**src/rtl/dm_load_unit_pkg.sv**
```systemverilog
// rtl/dm_load_unit_pkg.sv - load unit state codes, read-type codes and size decode
package dm_load_unit_pkg;

    typedef enum logic [1:0] {
        LD_IDLE  = 2'd0,
        LD_BEAT0 = 2'd1,
        LD_BEAT1 = 2'd2,
        LD_RESP  = 2'd3
    } ld_state_t;

    localparam logic [2:0] LD_BYTE_SIGNED   = 3'd0;
    localparam logic [2:0] LD_HALF_SIGNED   = 3'd1;
    localparam logic [2:0] LD_WORD_READ     = 3'd2;
    localparam logic [2:0] LD_BYTE_UNSIGNED = 3'd4;
    localparam logic [2:0] LD_HALF_UNSIGNED = 3'd5;

    // Unlisted codes fall back to a full word.
    function automatic logic [2:0] ld_size(input logic [2:0] req_type);
        case (req_type)
            LD_BYTE_SIGNED, LD_BYTE_UNSIGNED: return 3'd1;
            LD_HALF_SIGNED, LD_HALF_UNSIGNED: return 3'd2;
            default:                          return 3'd4;
        endcase
    endfunction

endpackage

```
**src/rtl/dm_load_unit_if.sv**
```systemverilog
// rtl/dm_load_unit_if.sv - request, memory-port and response bundle of the load unit
interface dm_load_unit_if #(
    parameter int DATA_W = 32
);
    logic              req_valid;
    logic              req_ready;
    logic [31:0]       req_addr;
    logic [2:0]        req_type;
    logic              mem_rd_en;
    logic [31:0]       mem_rd_addr;
    logic [DATA_W-1:0] mem_rd_data;
    logic              resp_valid;
    logic              resp_ready;
    logic [31:0]       resp_data;
    logic              resp_err;

    modport master (
        output req_valid, req_addr, req_type, resp_ready, mem_rd_data,
        input  req_ready, mem_rd_en, mem_rd_addr, resp_valid, resp_data, resp_err
    );

    modport slave (
        input  req_valid, req_addr, req_type, resp_ready, mem_rd_data,
        output req_ready, mem_rd_en, mem_rd_addr, resp_valid, resp_data, resp_err
    );
endinterface

```
**src/rtl/dm_lane_extract.sv**
```systemverilog
// rtl/dm_lane_extract.sv - picks the addressed byte/half/word from a two-beat window and extends it
module dm_lane_extract
    import dm_load_unit_pkg::*;
#(
    parameter int DATA_W = 32
) (
    input  logic [2*DATA_W-1:0]         i_window,
    input  logic [$clog2(DATA_W/8)-1:0] i_off,
    input  logic [2:0]                  i_req_type,
    output logic [31:0]                 o_data
);
    logic [31:0] w_field;

    always_comb begin
        w_field = i_window[{i_off, 3'b000} +: 32];
        case (i_req_type)
            LD_BYTE_SIGNED:   o_data = {{24{w_field[7]}}, w_field[7:0]};
            LD_BYTE_UNSIGNED: o_data = {24'd0, w_field[7:0]};
            LD_HALF_SIGNED:   o_data = {{16{w_field[15]}}, w_field[15:0]};
            LD_HALF_UNSIGNED: o_data = {16'd0, w_field[15:0]};
            default:          o_data = w_field;
        endcase
    end
endmodule

```
**src/rtl/dm_load_unit.sv**
```systemverilog
// rtl/dm_load_unit.sv - load path: one or two memory beats per request, then an extended result
module dm_load_unit
    import dm_load_unit_pkg::*;
#(
    parameter int DATA_W           = 32,
    parameter bit ALLOW_MISALIGNED = 1'b1
) (
    input  logic          i_clk,
    input  logic          i_reset,
    dm_load_unit_if.slave i_bus
);
    localparam int          B         = DATA_W / 8;
    localparam int          OFF_W     = $clog2(B);
    localparam logic [31:0] BUS_BYTES = 32'(B);

    ld_state_t         r_state;
    ld_state_t         w_next;
    logic              r_req_ready;
    logic              r_resp_valid;
    logic              r_resp_err;
    logic [31:0]       r_resp_data;
    logic              r_rd2;
    logic [31:0]       r_rd_addr;
    logic              r_cross;
    logic [OFF_W-1:0]  r_off;
    logic [2:0]        r_type;
    logic [DATA_W-1:0] r_lo;

    logic                w_accept;
    logic                w_misaligned;
    logic                w_crossing;
    logic                w_err;
    logic [2:0]          w_size;
    logic [OFF_W-1:0]    w_off;
    logic [31:0]         w_base;
    logic [2*DATA_W-1:0] w_window;
    logic [31:0]         w_extract;

    always_comb begin
        w_size = ld_size(i_bus.req_type);
        w_off  = i_bus.req_addr[OFF_W-1:0];
        w_base = {i_bus.req_addr[31:OFF_W], {OFF_W{1'b0}}};
        case (w_size)
            3'd2:    w_misaligned = i_bus.req_addr[0];
            3'd4:    w_misaligned = |i_bus.req_addr[1:0];
            default: w_misaligned = 1'b0;
        endcase
        w_crossing = (int'(w_off) + int'(w_size)) > B;
        w_err      = !ALLOW_MISALIGNED && w_misaligned;
        w_accept   = i_bus.req_valid && r_req_ready;
    end

    always_ff @(posedge i_clk) begin
        if (i_reset) r_state <= LD_IDLE;
        else         r_state <= w_next;
    end

    always_comb begin
        w_next = r_state;
        case (r_state)
            LD_IDLE:  if (w_accept) w_next = w_err ? LD_RESP : LD_BEAT0;
            LD_BEAT0: w_next = r_cross ? LD_BEAT1 : LD_RESP;
            LD_BEAT1: w_next = LD_RESP;
            LD_RESP:  if (i_bus.resp_ready) w_next = LD_IDLE;
            default:  w_next = LD_IDLE;
        endcase
    end

    // The first read leaves combinationally in the accept cycle; the second comes from r_rd2.
    always_comb begin
        i_bus.mem_rd_en   = ((r_state == LD_IDLE) && w_accept && !w_err) || r_rd2;
        i_bus.mem_rd_addr = ((r_state == LD_IDLE) && w_accept) ? w_base : r_rd_addr;
        w_window = (r_state == LD_BEAT1) ? {i_bus.mem_rd_data, r_lo}
                                         : {{DATA_W{1'b0}}, i_bus.mem_rd_data};
    end

    dm_lane_extract #(.DATA_W(DATA_W)) u_extract (
        .i_window   (w_window),
        .i_off      (r_off),
        .i_req_type (r_type),
        .o_data     (w_extract)
    );

    always_ff @(posedge i_clk) begin
        if (i_reset) begin
            r_req_ready  <= 1'b0;
            r_resp_valid <= 1'b0;
            r_resp_err   <= 1'b0;
            r_resp_data  <= 32'd0;
            r_rd2        <= 1'b0;
            r_rd_addr    <= 32'd0;
            r_cross      <= 1'b0;
            r_off        <= '0;
            r_type       <= 3'd0;
            r_lo         <= '0;
        end else begin
            r_req_ready  <= (w_next == LD_IDLE);
            r_resp_valid <= (w_next == LD_RESP);
            r_rd2        <= 1'b0;
            case (r_state)
                LD_IDLE: begin
                    if (w_accept) begin
                        r_off   <= w_off;
                        r_type  <= i_bus.req_type;
                        r_cross <= w_crossing;
                        if (w_err) begin
                            r_resp_err  <= 1'b1;
                            r_resp_data <= 32'd0;
                        end else begin
                            r_resp_err <= 1'b0;
                            r_rd2      <= w_crossing;
                            r_rd_addr  <= w_base + BUS_BYTES;
                        end
                    end
                end
                LD_BEAT0: begin
                    r_lo <= i_bus.mem_rd_data;
                    if (!r_cross) r_resp_data <= w_extract;
                end
                LD_BEAT1: r_resp_data <= w_extract;
                default: ;
            endcase
        end
    end

    assign i_bus.req_ready  = r_req_ready;
    assign i_bus.resp_valid = r_resp_valid;
    assign i_bus.resp_data  = r_resp_data;
    assign i_bus.resp_err   = r_resp_err;
endmodule

```
**src/flat_wrapper.sv**
```systemverilog
// flat-port wrapper written by rule: the top's interface ports become plain ports
module dm_load_unit_flat import dm_load_unit_pkg::*;
#(
    parameter int DATA_W           = 32,
    parameter bit ALLOW_MISALIGNED = 1'b1
)
  (i_clk, i_reset, i_bus_req_valid, i_bus_req_addr, i_bus_req_type, i_bus_resp_ready, i_bus_mem_rd_data, i_bus_req_ready, i_bus_mem_rd_en, i_bus_mem_rd_addr, i_bus_resp_valid, i_bus_resp_data, i_bus_resp_err);
  dm_load_unit_if #(.DATA_W(DATA_W)) i_bus_i ();
  input  logic i_clk;
  input  logic i_reset;
  input wire logic [$bits(i_bus_i.req_valid)-1:0] i_bus_req_valid;
  input wire logic [$bits(i_bus_i.req_addr)-1:0] i_bus_req_addr;
  input wire logic [$bits(i_bus_i.req_type)-1:0] i_bus_req_type;
  input wire logic [$bits(i_bus_i.resp_ready)-1:0] i_bus_resp_ready;
  input wire logic [$bits(i_bus_i.mem_rd_data)-1:0] i_bus_mem_rd_data;
  output wire logic [$bits(i_bus_i.req_ready)-1:0] i_bus_req_ready;
  output wire logic [$bits(i_bus_i.mem_rd_en)-1:0] i_bus_mem_rd_en;
  output wire logic [$bits(i_bus_i.mem_rd_addr)-1:0] i_bus_mem_rd_addr;
  output wire logic [$bits(i_bus_i.resp_valid)-1:0] i_bus_resp_valid;
  output wire logic [$bits(i_bus_i.resp_data)-1:0] i_bus_resp_data;
  output wire logic [$bits(i_bus_i.resp_err)-1:0] i_bus_resp_err;
  assign i_bus_i.req_valid = i_bus_req_valid;
  assign i_bus_i.req_addr = i_bus_req_addr;
  assign i_bus_i.req_type = i_bus_req_type;
  assign i_bus_i.resp_ready = i_bus_resp_ready;
  assign i_bus_i.mem_rd_data = i_bus_mem_rd_data;
  assign i_bus_req_ready = i_bus_i.req_ready;
  assign i_bus_mem_rd_en = i_bus_i.mem_rd_en;
  assign i_bus_mem_rd_addr = i_bus_i.mem_rd_addr;
  assign i_bus_resp_valid = i_bus_i.resp_valid;
  assign i_bus_resp_data = i_bus_i.resp_data;
  assign i_bus_resp_err = i_bus_i.resp_err;
  dm_load_unit #(.DATA_W(DATA_W), .ALLOW_MISALIGNED(ALLOW_MISALIGNED)) u_core (.i_clk(i_clk), .i_reset(i_reset), .i_bus(i_bus_i));
endmodule
```
**config.mk**
```make
export PLATFORM = sky130hd
export DESIGN_NAME = dm_load_unit_flat
export DESIGN_NICKNAME = d
export VERILOG_FILES = /design/src/rtl/dm_load_unit_pkg.sv /design/src/rtl/dm_load_unit_if.sv /design/src/rtl/dm_lane_extract.sv /design/src/rtl/dm_load_unit.sv /design/src/flat_wrapper.sv
export SDC_FILE = /design/constraint.sdc
export NUM_CORES = 1
export LEC_CHECK = 0
export CORE_MARGIN = 4
export CORE_UTILIZATION = 51
export DETAILED_ROUTE_END_ITERATION = 7
export GPL_ROUTABILITY_DRIVEN = 0
export HOLD_SLACK_MARGIN = 0.12
export PLACE_DENSITY = 0.81
export SYNTH_ARGS = -nofsm -noshare
export SYNTH_HDL_FRONTEND = slang
export SYNTH_SLANG_ARGS = --single-unit
```
**constraint.sdc**
```tcl
create_clock -name i_clk -period 2.7 [get_ports i_clk]
set_clock_uncertainty 0.15 [all_clocks]
set_input_delay 0.405 -clock i_clk [delete_from_list [all_inputs] [get_ports i_clk]]
set_output_delay 0.405 -clock i_clk [all_outputs]
set_load 0.005 [all_outputs]
```
# After elaboration in Yosys (flattened, before gate mapping)
# Cells that the tools add are included.
# classes
n_reduce_logical	13
eq_ne	11
div	0
magnitude_cmp	1
n_mux	10
n_shift	1
mul	0
bitwise	2
addsub	2
# ops
op	count
$pmux 32 s4	1
$mux 32	2
$mux 64	1
$pmux 32 s2	1
$shiftx 64x6->32	1
$add 32x3->32 const B	1
$gt 32x4->1 const B	1
$eq 3x3->1 const B	4
$pmux 2 s4	1
$eq 2x2->1 const B	3
$eq 3x1->1 const B	2
$logic_not 3->1	2
$pmux 3 s2	1
$add 2x3->4	1
$logic_not 2->1	2
$mux 2	2
$reduce_and 2->1	2
$reduce_or 2->1	2
$reduce_or 3->1	1
$eq 2x1->1 const B	1
$logic_and 1x1->1	2
$ne 2x2->1 const B	1
$not 1->1	2
$reduce_bool 2->1	1
other kinds (2)	2
# word_totals
inputBits	71
mem_bits_ro	0
latch_bits	0
reg_bits	107
mem_count	0
wordCells	50
ram_bits	0

# Longest topological paths before layout
# logic_depth
ltp_word	6
mapped_depth	9

# Cells and area by module
# From an unflattened synthesis, not the netlist that was laid out.
# unflattened
cells_unflattened	771
area_unflattened_um2	6334.8
# modules_own_cells
mod	cells_each	seq_area_each_um2	area_each_um2	instances
dm_load_unit	670	2102.0	5233.8	1
dm_lane_extract	101	0.0	1101.1	1

# Least setup slack after synthesis
# No wires, ideal clock.
# synth_path
kind	register to output
from	register u_core.r_state[0]
to	output i_bus_mem_rd_addr[3]
n_path_buf	4
path_stages_with_launch	8
arrival_ps	1596
setup_slack_ps	549
t_required_ps	2145
path_cell_list	dfxtp_1 and4bb_2 buf_4 buf_2 buf_2 buf_1 nand2_1 nand2_1
# synth_between
elab_chain_len	3
# synth_lines
element	line_no	text
from (decl)	dm_load_unit.sv:16	ld_state_t r_state;
from (signal assigned)	dm_load_unit.sv:55	else r_state <= w_next;
$logic_not 2->1	dm_load_unit.sv:72	i_bus.mem_rd_addr = ((r_state == LD_IDLE) && w_accept) ? w_base : r_rd_addr;
$logic_and 1x1->1	dm_load_unit.sv:72	
$mux 32	dm_load_unit.sv:72	
to (decl)	flat_wrapper.sv:18	output wire logic [$bits(i_bus_i.mem_rd_addr)-1:0] i_bus_mem_rd_addr;
# Every way passes these cells.

# Final worst setup path
# layout_path
from	input i_bus_req_valid
to	output i_bus_mem_rd_addr[25]
# layout_between
elab_chain_len	3
# layout_lines
element	line_no	text
from (decl)	flat_wrapper.sv:11	input wire logic [$bits(i_bus_i.req_valid)-1:0] i_bus_req_valid;
$logic_and 1x1->1	dm_load_unit.sv:50	w_accept = i_bus.req_valid && r_req_ready;
$logic_and 1x1->1	dm_load_unit.sv:72	
$mux 32	dm_load_unit.sv:72	
# Every way passes these cells.

==> results <==
- On the worst path, the slowest cell contributes a delay of around 0.49 ns.
- The post-synthesis sequential area ratio is approximately a third.
- The final layout contains 950 nets.
- The overall global routing resource usage is between 20% and 30%.
- The power dissipated by switching net loads is about 2.2 mW.
- The quantity of hold-fixing buffers added after cts is 0.
- Combinational logic is responsible for between 40% and 50% of the overall power.
- Timing would allow up to ~380 MHz.
- The total power of the final layout is around 6 mW.
- Entering global routing, the biggest net connects 54 pins.
- After synthesis, the mean cell area works out to roughly 7.9 um2.
- The number of clock buffers inserted by TritonCTS is 9.
- The hold violation count in the final report was 0.
- The slowest stage of the critical path is the sky130_fd_sc_hd__clkdlybuf4s50_1 cell.
- Measured against its own limit, the worst slew margin works out to between 50% and 60%.
- The area growth from synthesis to layout is 30.6%.
- The shortest clock period the worst path allows after layout is about 2.7 ns.
- The number of synthesized flops with an enable pin is 0.
- The leakage dissipation is 2.94 nW.
- The y dimension of the die is roughly 120 um.
- The top-level port count is 139.
- The starting density of the core is approximately 53%.
- The length of the first detailed-routing pass in iterations is 5.
- By count the netlist is led by sky130_fd_sc_hd__nand2_1 (195), sky130_fd_sc_hd__dfxtp_1 (105), sky130_fd_sc_hd__nor2_1 (70).
- For this run, design rule violations remaining after detail routing come to 0.
- The area used by sequential logic in the layout is 0.00210 mm2.
- Counting flops with an async set or reset pin after synthesis yields a share of 0%.
- After synthesis the netlist holds a flip-flop and latch count of approximately 110.
- TritonCTS built the clock tree.
- The clock sink count is 105.
- The area of the mapped netlist is about 0.006 mm2.
- The nature of the critical path endpoint is an output pin.
- The wire length of the first global-routing pass is 28600 um.
- The post-route worst hold slack is 0.314 ns.
- The data arrival at the endpoint of the critical path is ~2.1 ns.
- The H-tree generated during clock tree synthesis spans 3 levels.
- The die is about 120 um wide.
- The prevailing post-synth register cell is sky130_fd_sc_hd__dfxtp_1.
- After layout, the worst path uses 98.2% of the clock period.
- The worst setup path is launched from an input pin.
- Setup repair after global routing left no endpoint under its margin.
- Of the post-synthesis cell area, the dominant cell type holds a little over a third.
- After routing the design area is 0.00787 mm2.
- The via count of the first global-routing pass is roughly 5700.
- Setup total negative slack on the finished layout was measured at 0 ns.
- The critical path class is input pin to output pin.
- The cell taking the most area after synthesis is sky130_fd_sc_hd__dfxtp_1.
- The flow ran to the end, and the final reports show no timing, DRC or antenna violations.
- Input and output buffers added on the ports amount to approximately 140.
- The number of antenna violations at the first check in global routing is 0.
- The power density normalized to cell area is 766 mW/mm2.
- Once detailed placement completed, the half-perimeter wirelength came to roughly 13000 um.
- The core region is around 0.011 mm2.
- The area used by multi-input combinational logic is 0.00359 mm2.
- The max-slew violation count is 0.
- The global route total overflow is 0.
- Setup violations remaining at the end of the flow were counted as 0.
- The number of inserted filler cells in the final layout is 901.
- Registers are responsible for a little over a third of the overall power.
- The master cell of the clock root buffer is sky130_fd_sc_hd__clkbuf_16.
- The die covers between 0.01 and 0.015 mm2.
- The switching share of power is about 36%.
- The setup slack on the worst flop-to-flop path is between 0.3 and 0.4 ns.
- The number of different library cells used by synthesis comes to between 50 and 60.
- For the worst setup path, the data required time is between 2 and 2.5 ns.
- Dividing the detail-routed via count by the number of cells gives 5.90.
- The tool flagged a number of max-cap violations equal to 0.
- After clock tree synthesis, the clock-pin slew on the worst setup and hold paths is approximately 0.080 ns.
- In the final routed layout, each cell accounts on average for 17.5 um.
- The internal power component is slightly below 4 mW.
- Walking the worst path, the cells encountered are clkdlybuf4s50_1 > and4bb_2 > buf_12 > buf_4 > mux2_2 > dlygate4sd2_1.
- The number of DRC markers after the initial detailed-route iteration is about 850.
- Counting every instance in the synthesized netlist gives about 760.
- The worst-case IR drop observed on VDD is between 500 and 600 uV.
- After floorplanning, the core was divided into 39 placement rows.
- The type of the worst min-delay path is flop to flop.
- The repair_antennas step left the layout with diodes totalling 0.
- The cell area after placement is 0.00753 mm2.
- The worst-path maximum fanout is 12.
- For this block, the routed nets add up to roughly 18000 um of wire.
- The cell with the most instances after synthesis is sky130_fd_sc_hd__nand2_1.
- In the final layout, the share of cells above drive strength 1 is roughly a tenth.
- The insertion delay to the later sink of the worst-skew pair is between 0.3 and 0.4 ns.
- The measured slew at the worst slew-check pin is approximately 0.68 ns.
- Sorting the synthesized cells by area gives the leading types as sky130_fd_sc_hd__dfxtp_1 (35%), sky130_fd_sc_hd__nand2_1 (12%), sky130_fd_sc_hd__mux2i_1 (5.7%).
- The overall via count from detail_route is slightly above 6000.
- The maximum root-to-sink buffer count is 2.
- The clock network accounts for a little over a fifth of the total power.
- Once detail routing completed, the nets flagged for antenna violations numbered 0.
- For this run, the number of Yosys warnings is 0.
-- critical path, delay by kind of cell --
kind	cells	cell delay, ns
simple gates	1	0.30
buf+inv	4	1.03
mux	1	0.35
-- registers in the layout (all words and copies together), names as in the netlist --
| signal | cells |
|---|---|
| u_core.r_rd2 | 1 |
| u_core.i_bus.req_ready | 1 |
| u_core.i_bus.resp_data | 32 |
| u_core.r_cross | 1 |
| u_core.r_off | 2 |
| u_core.r_rd_addr | 30 |
| u_core.r_type | 3 |
| u_core.r_lo | 32 |
| u_core.i_bus.resp_valid | 1 |
| u_core.r_state | 2 |
-- final cells by class --
cell class | instances | share of cell area (%)
clock buffers | 9 | 2.86
inverters | 7 | 0.334
repair buffers | 168 | 21.4
flip-flops and latches | 105 | 26.8
well taps | 143 | 2.27
clock inverters | 7 | 0.780
multi-input cells | 584 | 45.6
-- kinds of logic (layout without fill, tap and decap cells) --
group / count (synthesis) / after routing / share of synthesized area (%)
buffers and inverters: 71 / 191 / 6.00
XOR/XNOR: 10 / 10 / 1.45
multiplexers: 53 / 53 / 11.2
flip-flops: 105 / 105 / 34.9
other: 1 / 3 / 0.0623
AO/OA/AOI/OAI: 176 / 176 / 20.8
AND/OR/NAND/NOR: 338 / 338 / 24.7
adder cells (fa/ha/maj): 4 / 4 / 0.956
-- power by group through the flow --
stage	logic [mW]	clock network, mW	registers [mW]
after floorplan	1.48	0	2.12
after global placement	2.51	0	2.14
after detailed placement	2.58	0	2.16
after CTS	2.59	1.29	2.13
after global routing	2.85	1.35	2.17
final	2.61	1.28	2.13
-- final timing paths --
path	to	cells after the start	from
worst max-delay path	i_bus_mem_rd_addr[25]	6	i_bus_req_valid
worst min-delay path	u_core.r_lo[10]	2	u_core.r_lo[10]
worst max register to register	u_core.i_bus.resp_data[20]	6	u_core.r_state[1]
worst min register to register	u_core.r_lo[10]	2	u_core.r_lo[10]
-- routing by layer --
layer | track usage, % | share of wire [%] | vias to the layer above
met5 | 0 | 0 | -
met2 | 40.2 | 46 | 291
met4 | 7.03 | 1.5 | 0
met3 | 6.17 | 10 | 25
li1 | - | - | 2923
met1 | 36.6 | 43 | 2800
-- placed cells by master, fill, tap and decap left out, drive strengths merged, types with 8 or more instances in the layout --
master         count
o211ai            21
and2               9
mux2              10
nand3             23
nor3              11
mux2i             34
nor2              70
inv               11
a311oi            29
clkdlybuf4s50    124
a32oi              8
dfxtp            105
clkbuf             9
buf               34
a211oi            24
nand2            195
mux4               9
a21oi             51
o21ai             30
-- metrics by stage --
| step | instances | util, % | setup WS, ns |
|---|---|---|---|
| 3_3_place_gp | 1005 | 65.7 | 0.000500 |
| 6_report | 1023 | 68.6 | 0.0479 |
| 5_1_grt | 1023 | 68.6 | 0.00487 |
| 2_1_floorplan | 760 | - | 0.549 |
| 3_5_place_dp | 1005 | 65.7 | -0.0875 |
| 4_1_cts | 1021 | 68.2 | -0.00698 |
-- what timing repair did --
item,4_1_cts,5_1_grt
gates resized for setup,6,11
setup buffers,0,2
endpoints found under the setup margin,3,25
Power figures use the tool's default switching activity.
